`config.mk`:
```
export PLATFORM = sky130hd
export DESIGN_NAME = led_blink_sched
export DESIGN_NICKNAME = d
export VERILOG_FILES = /design/src/rtl/led_blink_sched_pkg.sv /design/src/rtl/led_blink_sched_rr_arbiter.sv /design/src/rtl/led_blink_sched.sv
export SDC_FILE = /design/constraint.sdc
export NUM_CORES = 1
export LEC_CHECK = 0
export ABC_AREA = 0
export CAP_MARGIN = 15
export CORE_UTILIZATION = 30
export DETAILED_ROUTE_END_ITERATION = 7
export DONT_BUFFER_PORTS = 1
export PLACE_DENSITY = 0.45
export REMOVE_ABC_BUFFERS = 1
export SYNTH_ARGS = -nofsm -noshare
export SYNTH_HDL_FRONTEND = slang
export SYNTH_HIERARCHICAL = 1
export SYNTH_SLANG_ARGS = --single-unit
export TNS_END_PERCENT = 5
```
`constraint.sdc`:
```
create_clock -name clk -period 7.05 [get_ports clk]
set_input_delay 1.41 -clock clk [delete_from_list [all_inputs] [get_ports clk]]
set_output_delay 1.41 -clock clk [all_outputs]
set_load 0.005 [all_outputs]
```
`src/rtl/led_blink_sched_pkg.sv`:
```
// Shared types and helpers for the LED blink scheduler.
// Holds the FSM state encoding plus small constant helpers used to size counters.
package led_blink_sched_pkg;

  typedef enum logic [2:0] {
    S_IDLE = 3'd0,
    S_ON   = 3'd1,
    S_OFF  = 3'd2,
    S_GAP  = 3'd3,
    S_DONE = 3'd4
  } state_t;

  // Number of input clocks in one millisecond.
  function automatic int calcDiv(input int clkFreq);
    return clkFreq / 1000;
  endfunction

  // Largest of three phase lengths, used to size the shared millisecond counter.
  function automatic int maxOf3(input int a, input int b, input int c);
    int m;
    m = a;
    if (b > m) m = b;
    if (c > m) m = c;
    return m;
  endfunction

endpackage

```
`src/rtl/led_blink_sched_rr_arbiter.sv`:
```
// Round-robin one-hot picker.
// Scans the request vector starting at the pointer position and wrapping around,
// and grants the first active line. Purely combinational so the caller decides
// when the pick is registered. Also intended for reuse as the bus arbiter.
module rr_arbiter #(
  parameter int N     = 4,
  parameter int PTR_W = (N > 1) ? $clog2(N) : 1
) (
  input  logic [N-1:0]     req_i,
  input  logic [PTR_W-1:0] ptr_i,
  output logic [N-1:0]     gnt_o
);

  logic found;

  // Walk the positions in priority order (ptr, ptr+1, ... with wrap) and keep the first hit.
  always_comb begin
    gnt_o = '0;
    found = 1'b0;
    for (int k = 0; k < N; k++) begin
      for (int i = 0; i < N; i++) begin
        if (!found && req_i[i] && (i == ((int'(ptr_i) + k) % N))) begin
          gnt_o[i] = 1'b1;
          found    = 1'b1;
        end
      end
    end
  end

endmodule

```
`src/rtl/led_blink_sched.sv`:
```
// Shared status-LED scheduler.
// Requesters ask for a burst of blinks; a round-robin arbiter hands the LED to one
// of them at a time, and an FSM paced by a 1 ms prescaler plays ON/OFF blinks
// followed by a dark GAP before signalling completion with a one-cycle done pulse.
module led_blink_sched
  import led_blink_sched_pkg::*;
#(
  parameter int CLK_FREQ = 80000000,
  parameter int NUM_REQ  = 4,
  parameter int CNT_W    = 4,
  parameter int ON_MS    = 100,
  parameter int OFF_MS   = 100,
  parameter int GAP_MS   = 500
) (
  input  logic                     clk,
  input  logic                     reset,
  input  logic [NUM_REQ-1:0]       req,
  input  logic [NUM_REQ*CNT_W-1:0] blink_cnt,
  output logic [NUM_REQ-1:0]       grant,
  output logic                     busy,
  output logic                     done,
  output logic                     led
);

  localparam int DIV       = calcDiv(CLK_FREQ);
  localparam int PRESC_W   = $clog2(DIV);
  localparam int PHASE_MAX = maxOf3(ON_MS, OFF_MS, GAP_MS);
  localparam int MS_W      = $clog2(PHASE_MAX + 1);
  localparam int PTR_W     = $clog2(NUM_REQ);

  state_t               state_q, state_d;
  logic [PRESC_W-1:0]   presc_q, presc_d;
  logic [MS_W-1:0]      ms_q, ms_d;
  logic [CNT_W-1:0]     rem_q, rem_d;
  logic [NUM_REQ-1:0]   grant_q, grant_d;
  logic [PTR_W-1:0]     ptr_q, ptr_d;
  logic                 led_q, led_d;

  logic [NUM_REQ-1:0]   pick;
  logic [CNT_W-1:0]     pickCnt;
  logic [PTR_W-1:0]     grantIdx;
  logic [PTR_W-1:0]     nextPtr;
  logic [CNT_W-1:0]     remDec;
  logic                 tick;
  logic                 abortReq;

  rr_arbiter #(
    .N     (NUM_REQ),
    .PTR_W (PTR_W)
  ) u_arb (
    .req_i (req),
    .ptr_i (ptr_q),
    .gnt_o (pick)
  );

  assign tick     = (presc_q == PRESC_W'(DIV - 1));
  assign abortReq = ~|(req & grant_q);
  assign remDec   = rem_q - CNT_W'(1);

  // Select the blink count belonging to whichever requester the arbiter picked.
  always_comb begin
    pickCnt = '0;
    for (int i = 0; i < NUM_REQ; i++) begin
      if (pick[i]) pickCnt = blink_cnt[i*CNT_W +: CNT_W];
    end
  end

  // Turn the one-hot grant back into an index so the pointer can move past it.
  always_comb begin
    grantIdx = '0;
    for (int i = 0; i < NUM_REQ; i++) begin
      if (grant_q[i]) grantIdx = PTR_W'(i);
    end
    nextPtr = (grantIdx == PTR_W'(NUM_REQ - 1)) ? '0 : grantIdx + PTR_W'(1);
  end

  // Next-state logic: picks a requester in IDLE, times each phase in whole
  // milliseconds, and restarts the prescaler whenever a phase begins off-grid
  // (fresh grant or abort) so every phase is an exact number of clocks.
  always_comb begin
    state_d = state_q;
    presc_d = tick ? '0 : presc_q + PRESC_W'(1);
    ms_d    = ms_q;
    rem_d   = rem_q;
    grant_d = grant_q;
    ptr_d   = ptr_q;
    led_d   = led_q;

    case (state_q)
      S_IDLE: begin
        presc_d = '0;
        ms_d    = '0;
        led_d   = 1'b0;
        if (|req) begin
          grant_d = pick;
          rem_d   = pickCnt;
          if (pickCnt == '0) begin
            state_d = S_DONE;
          end else begin
            state_d = S_ON;
            led_d   = 1'b1;
          end
        end
      end

      S_ON: begin
        if (abortReq) begin
          state_d = S_GAP;
          led_d   = 1'b0;
          presc_d = '0;
          ms_d    = '0;
        end else if (tick) begin
          if (ms_q == MS_W'(ON_MS - 1)) begin
            state_d = S_OFF;
            led_d   = 1'b0;
            ms_d    = '0;
          end else begin
            ms_d = ms_q + MS_W'(1);
          end
        end
      end

      S_OFF: begin
        if (abortReq) begin
          state_d = S_GAP;
          led_d   = 1'b0;
          presc_d = '0;
          ms_d    = '0;
        end else if (tick) begin
          if (ms_q == MS_W'(OFF_MS - 1)) begin
            ms_d  = '0;
            rem_d = remDec;
            if (remDec != '0) begin
              state_d = S_ON;
              led_d   = 1'b1;
            end else begin
              state_d = S_GAP;
            end
          end else begin
            ms_d = ms_q + MS_W'(1);
          end
        end
      end

      S_GAP: begin
        if (tick) begin
          if (ms_q == MS_W'(GAP_MS - 1)) begin
            state_d = S_DONE;
            ms_d    = '0;
          end else begin
            ms_d = ms_q + MS_W'(1);
          end
        end
      end

      S_DONE: begin
        state_d = S_IDLE;
        grant_d = '0;
        ptr_d   = nextPtr;
        led_d   = 1'b0;
        presc_d = '0;
        ms_d    = '0;
      end

      default: begin
        state_d = S_IDLE;
        grant_d = '0;
        led_d   = 1'b0;
        presc_d = '0;
        ms_d    = '0;
      end
    endcase
  end

  // State and output registers; reset clears everything immediately, mid-burst included.
  always_ff @(posedge clk or posedge reset) begin
    if (reset) begin
      state_q <= S_IDLE;
      presc_q <= '0;
      ms_q    <= '0;
      rem_q   <= '0;
      grant_q <= '0;
      ptr_q   <= '0;
      led_q   <= 1'b0;
    end else begin
      state_q <= state_d;
      presc_q <= presc_d;
      ms_q    <= ms_d;
      rem_q   <= rem_d;
      grant_q <= grant_d;
      ptr_q   <= ptr_d;
      led_q   <= led_d;
    end
  end

  assign grant = grant_q;
  assign led   = led_q;
  assign busy  = (state_q != S_IDLE);
  assign done  = (state_q == S_DONE);

endmodule

```
# ---- Word level (Yosys, flattened, before mapping)
# Index checks and enable logic that the tools add are counted.
dict set report op_classes {
  div 0
  shifts 0
  n_eq_ne 32
  add_sub_neg 7
  bitwise 6
  reduce_logical 67
  multipliers 0
  order_cmp 0
  mux 76
}
# operator n
set op_table {}
lappend op_table {{32-bit zero test} 4}
lappend op_table {{9-bit two-way mux} 5}
lappend op_table {{1-bit two-way mux} 40}
lappend op_table {{4-bit two-way mux} 9}
lappend op_table {{17-bit two-way mux} 2}
lappend op_table {{17-bit one-hot mux with 2 select lines} 1}
lappend op_table {{1-bit logical AND} 31}
lappend op_table {{3-bit two-way mux} 10}
lappend op_table {{3-bit equality test (first input constant)} 6}
lappend op_table {{3-bit != test (second input constant)} 6}
lappend op_table {{9-bit one-hot mux with 2 select lines} 1}
lappend op_table {{17-bit by 1-bit adder with 17-bit output (second input constant)} 1}
lappend op_table {{17-bit equality test (second input constant)} 1}
lappend op_table {{4-bit one-hot mux with 2 select lines} 2}
lappend op_table {{1-bit zero test} 15}
lappend op_table {{2-bit != test (second input constant)} 6}
lappend op_table {{3-bit one-hot mux with 4 select lines} 1}
lappend op_table {{9-bit by 1-bit adder with 9-bit output (second input constant)} 1}
lappend op_table {{2-bit by 3-bit equality test with 1-bit output (first input constant)} 3}
lappend op_table {{9-bit by 7-bit equality test with 1-bit output (second input constant)} 1}
lappend op_table {{9-bit equality test (second input constant)} 1}
lappend op_table {{2-bit two-way mux} 4}
lappend op_table {{2-bit OR reduction} 4}
lappend op_table {{4-bit OR reduction} 2}
lappend op_table {{other kinds (23)} 31}
dict set report totals {
  romBits 0
  mem_count 0
  ff_bits 40
  out_inout_bits 7
  input_bits 22
  ramBits 0
  wordCells 195
  latch_bits 0
}

# ---- Longest topological paths before layout
dict set report logic_depth {
  ltp_word 68
  depth_mapped 9
  mapped_depth_nobuf 9
}

# ---- Cells and area by module
# The synthesis kept the hierarchy.
# mod cells_each seq_area_each_um2 area_per_inst_um2 instances
set by_module_without_submodules {}
lappend by_module_without_submodules {led_blink_sched 256 1001.0 2299.7 1}
lappend by_module_without_submodules {rr_arbiter 17 0.0 102.6 1}

# ---- Worst setup path after synthesis
# Ideal clock, no wire load.
dict set report synth_path {
  path_type {input to register}
  from {input port req[0]}
  to {register led_q, in the netlist led}
  cell_stages 9
  setup_ns 0.125
  n_path_buf 0
  t_required_ns 6.925
  arrival_time_ns 3.091
  path_slack_ns 3.834
  path_cell_list {nor2b_4 nor3_1 o31a_1 or3b_2 o21ai_0 a31oi_1 nor4_1 o21ai_0 mux2_2}
}
dict set report synth_via {
  word_cells_on_any_way 95
  cone_classes {eq/ne: 5; mux: 39; bitwise: 1; reduce/logical: 50}
}
# element line
set synth_lines {}
lappend synth_lines {{from (decl)} led_blink_sched.sv:17} ;# input logic [NUM_REQ-1:0] req,
lappend synth_lines {{1-bit logical AND} led_blink_sched_rr_arbiter.sv:22} ;# if (!found && req_i[i] && (i == ((int'(ptr_i) + k) % N))) begin
lappend synth_lines {{1-bit two-way mux} led_blink_sched_rr_arbiter.sv:22}
lappend synth_lines {{1-bit zero test} led_blink_sched_rr_arbiter.sv:22}
lappend synth_lines {{1-bit logical AND (2 in a row)} led_blink_sched_rr_arbiter.sv:22}
lappend synth_lines {{1-bit two-way mux} led_blink_sched_rr_arbiter.sv:22}
lappend synth_lines {{1-bit zero test} led_blink_sched_rr_arbiter.sv:22}
lappend synth_lines {{1-bit logical AND (2 in a row)} led_blink_sched_rr_arbiter.sv:22}
lappend synth_lines {{1-bit two-way mux} led_blink_sched_rr_arbiter.sv:22}
lappend synth_lines {{(+45 left out)} -}
lappend synth_lines {{1-bit logical AND (2 in a row)} led_blink_sched_rr_arbiter.sv:22}
lappend synth_lines {{1-bit two-way mux (*)} led_blink_sched_rr_arbiter.sv:22}
lappend synth_lines {{net pick[2]} led_blink_sched.sv:39} ;# logic [NUM_REQ-1:0] pick;
lappend synth_lines {{4-bit two-way mux (*) (2 in a row)} led_blink_sched.sv:64} ;# if (pick[i]) pickCnt = blink_cnt[i*CNT_W +: CNT_W];
lappend synth_lines {{4-bit zero test (*)} led_blink_sched.sv:97} ;# if (pickCnt == '0) begin
lappend synth_lines {{1-bit two-way mux (*)} led_blink_sched.sv:97}
lappend synth_lines {{1-bit two-way mux (*)} led_blink_sched.sv:94} ;# if (|req) begin
lappend synth_lines {{1-bit one-hot mux with 4 select lines (*)} led_blink_sched.sv:89} ;# case (state_q)
lappend synth_lines {{to (signal assigned)} led_blink_sched.sv:192} ;# led_q <= led_d;
lappend synth_lines {{to (decl)} led_blink_sched.sv:37} ;# logic led_q, led_d;
# Mark *: on every way through the listed nets, which the timed path passes. The rest lies on a longest branch.
# A chain may end at the register's enable or synchronous reset.

# ---- Worst setup path in the final report
# Ends and elaborated chain as after synthesis.

==> flow_summary.json <==
{
  "fin_worst_skew_ns": 0.00529,
  "critPathSlowestCell": "or3b_2",
  "grt.total_usage": 0.136,
  "crit_fanout": 7,
  "grt_max_degree": 41,
  "antenna_found_initial": 0,
  "hp-start": "presc_q[0]$_DFF_PP0_",
  "power_frac_comb": 0.374,
  "seq_area_um2": 1000,
  "async_flop_share": 1.00,
  "post_cts_buffers": 0,
  "cts_resized": 0,
  "ant_nets": 0,
  "fin_tns_setup_ns": 0,
  "synth_warnings": 6,
  "cap_violations": 0,
  "wl_per_cell_um": 14.2,
  "pre_cts_ws_ns": 3.59,
  "core_um2": 7730,
  "clockPowerShare": 0.218,
  "p_int_mw": 0.508,
  "seqPwrFrac": 0.408,
  "netlist_instances": 273,
  "via_count": 1962,
  "drc_errors": 0,
  "slew_headroom": 0.513,
  "die_w_um": 91.5,
  "std_cell_rows": 32,
  "synthFlopType": "dfrtp_1",
  "reg2reg_from": "presc_q[9]$_DFF_PP0_",
  "layout.nets": 300,
  "clk_pin_slew_ns": 0.08,
  "cts_tree": "yes",
  "powerDensity_nw_per_um2": 328,
  "cp_cell_sequence": "nor2b_4 -> nor3_1 -> o31a_1 -> or3b_2 -> o21ai_0 -> a31oi_1 -> nor4_1 -> o21ai_0 -> mux2_2",
  "final_core_util": 0.338,
  "drtIter0Drc": 72,
  "hpwl_mm": 3.74,
  "period_share": 0.452,
  "clock_sinks": 40,
  "crit_start": "req[0]",
  "power_mw": 0.856,
  "syn_area_per_cell_um2": 8.80,
  "fillers": 795,
  "final-hold-violation-count": 0,
  "rsz0062_at_grt": "false",
  "syn_area_um2": 2400,
  "slew_violations": 0,
  "port_buffers": 0,
  "via_per_inst": 5.20,
  "synth_seq_cells": 40,
  "cts_root_buffer": "clkbuf_8",
  "start_util": 0.311,
  "holdBufCountCts": 0,
  "setup_viol": 0,
  "p_leak_nw": 1.12,
  "synth_edf_count": 0,
  "io_pins": 29,
  "cp_slowest_stage_delay_ns": 0.44,
  "area_growth_pct": 8.80,
  "place_congestion": 0.806,
  "cpLargestDelayFamily": "simple AND/OR/NAND/NOR gates",
  "die_y_um": 91.5,
  "worstMarginPinSlew_ns": 0.731,
  "grt_pass1_wl_mm": 8.98,
  "cp_data_arrival_time_ns": 3.37,
  "yosysSeqAreaShare": 0.417,
  "vdd_drop_max_uv": 93.7,
  "dr.pass1.iters": 4,
  "status": "complete, no violations",
  "switching_power_mw": 0.348,
  "hold_path_class": "reg2reg",
  "cts_buffer_depth": 2,
  "fp.dieArea_um2": 8370,
  "start_kind": "primary input",
  "cp_common_cell": "o21ai_0",
  "cp.required_ns": 7.23,
  "grt_overflow": 0,
  "period_needed_ns": 3.19,
  "setup_ws_ns": 3.86,
  "clock_latency_ns": 0.29,
  "fmax_ghz": 0.313,
  "yosysUniqueCellTypes": 53,
  "cts_buffers": 5,
  "critPathKind": "in2reg",
  "diodes": 0,
  "end_kind": "register",
  "drive_above_1_share": 0.0800,
  "multi_input_area_um2": 1340,
  "grt_pass1_vias": 1873,
  "switching_share": 0.406,
  "drt-total-wl_mm": 5.35,
  "htree_levels": 2,
  "path_buf_inv": 0
}
-- cell type report --
type                    count  area share
clock buffers               6      0.0278
clock inverters             2      0.0134
inverters                   9      0.0129
multi-input cells         217       0.511
flip-flops and latches     40       0.383
well taps                 102      0.0488
repair buffers              1     0.00287
-- synth_stat cells, drive strengths merged (5+ instances only) --
cell type | count | area share
dfrtp | 40 | 0.42
inv | 9 | 0.014
clkbuf | 5 | 0.0078
o21ai | 13 | 0.027
a22oi | 5 | 0.016
nor3 | 13 | 0.031
nand2 | 24 | 0.038
nor2 | 45 | 0.074
a21oi | 11 | 0.023
nor2b | 8 | 0.030
xor2 | 8 | 0.029
nor4 | 6 | 0.016
nand3 | 14 | 0.029
a22o | 5 | 0.018
xnor2 | 7 | 0.026
-- layer usage --
metal	global-route usage	wire length (µm)	up-vias	part of all wire
li1	-	-	985	-
met1	0.177	2630	921	0.49
met2	0.219	2430	54	0.45
met3	0.0343	252	2	0.047
met4	0.0437	38	0	0.0071
met5	0	0	-	0
-- placed cells by master, fill, tap and decap left out, types with 4 or more instances in the layout --
master / instances
inv_1: 9
a22oi_1: 5
nor4_1: 6
xnor2_1: 7
xor2_1: 8
a22o_1: 5
o22ai_1: 4
dfrtp_1: 40
nor3_1: 11
o31a_1: 4
o21ai_0: 11
ha_1: 4
a21oi_1: 11
nor2_1: 43
clkbuf_8: 5
and3_1: 4
nor2b_1: 5
nand2_1: 24
nand3_1: 14
-- registers in the layout, summed over array words and instances (netlist names) --
signal	cells
ms_q	9
grant	4
rem_q	4
presc_q	17
state_q	3
led	1
ptr_q	2
-- path summary, 6_finish.rpt --
kind | end | cells past startpoint | slack (ns)
setup reg to reg | state_q[2]$_DFFE_PP0P_ | 5 | 4.28
min in group asynchronous | presc_q[15]$_DFF_PP0_ | 2 | 1.13
setup / recovery | led$_DFFE_PP0P_ | 9 | 3.86
max in group asynchronous | led$_DFFE_PP0P_ | 2 | 5.55
hold reg to reg | presc_q[0]$_DFF_PP0_ | 1 | 0.49
hold / removal | presc_q[0]$_DFF_PP0_ | 1 | 0.49
-- per-stage QoR --
stage          hold slack [ns]  std cells  cell area [µm²]
5_1_grt                  0.508        377             2610
3_3_place_gp             0.489        369             2510
6_report                 0.491        377             2610
4_1_cts                  0.491        377             2610
2_1_floorplan            0.448        266             2370
3_5_place_dp             0.475        369             2510
-- power by group through the flow --
stage | combinational, mW | sequential [mW] | clock (mW)
2_1_floorplan | 0.257 | 0.334 | 0
3_3_place_gp | 0.326 | 0.355 | 0
3_5_place_dp | 0.326 | 0.354 | 0
4_1_cts | 0.326 | 0.350 | 0.197
5_1_grt | 0.361 | 0.360 | 0.207
6_report | 0.320 | 0.349 | 0.187
-- cells by family (layout without fill, tap and decap cells) --
group | Yosys count | in the layout | synth area share
adder cells (fa/ha/maj) | 4 | 4 | 0.0208
AND/OR/NAND/NOR | 135 | 135 | 0.294
XOR/XNOR | 15 | 15 | 0.0547
flip-flops | 40 | 40 | 0.417
AO/OA/AOI/OAI | 58 | 58 | 0.165
multiplexers | 5 | 5 | 0.0219
buffers and inverters | 16 | 18 | 0.0271
Power figures use the tool's default switching activity.
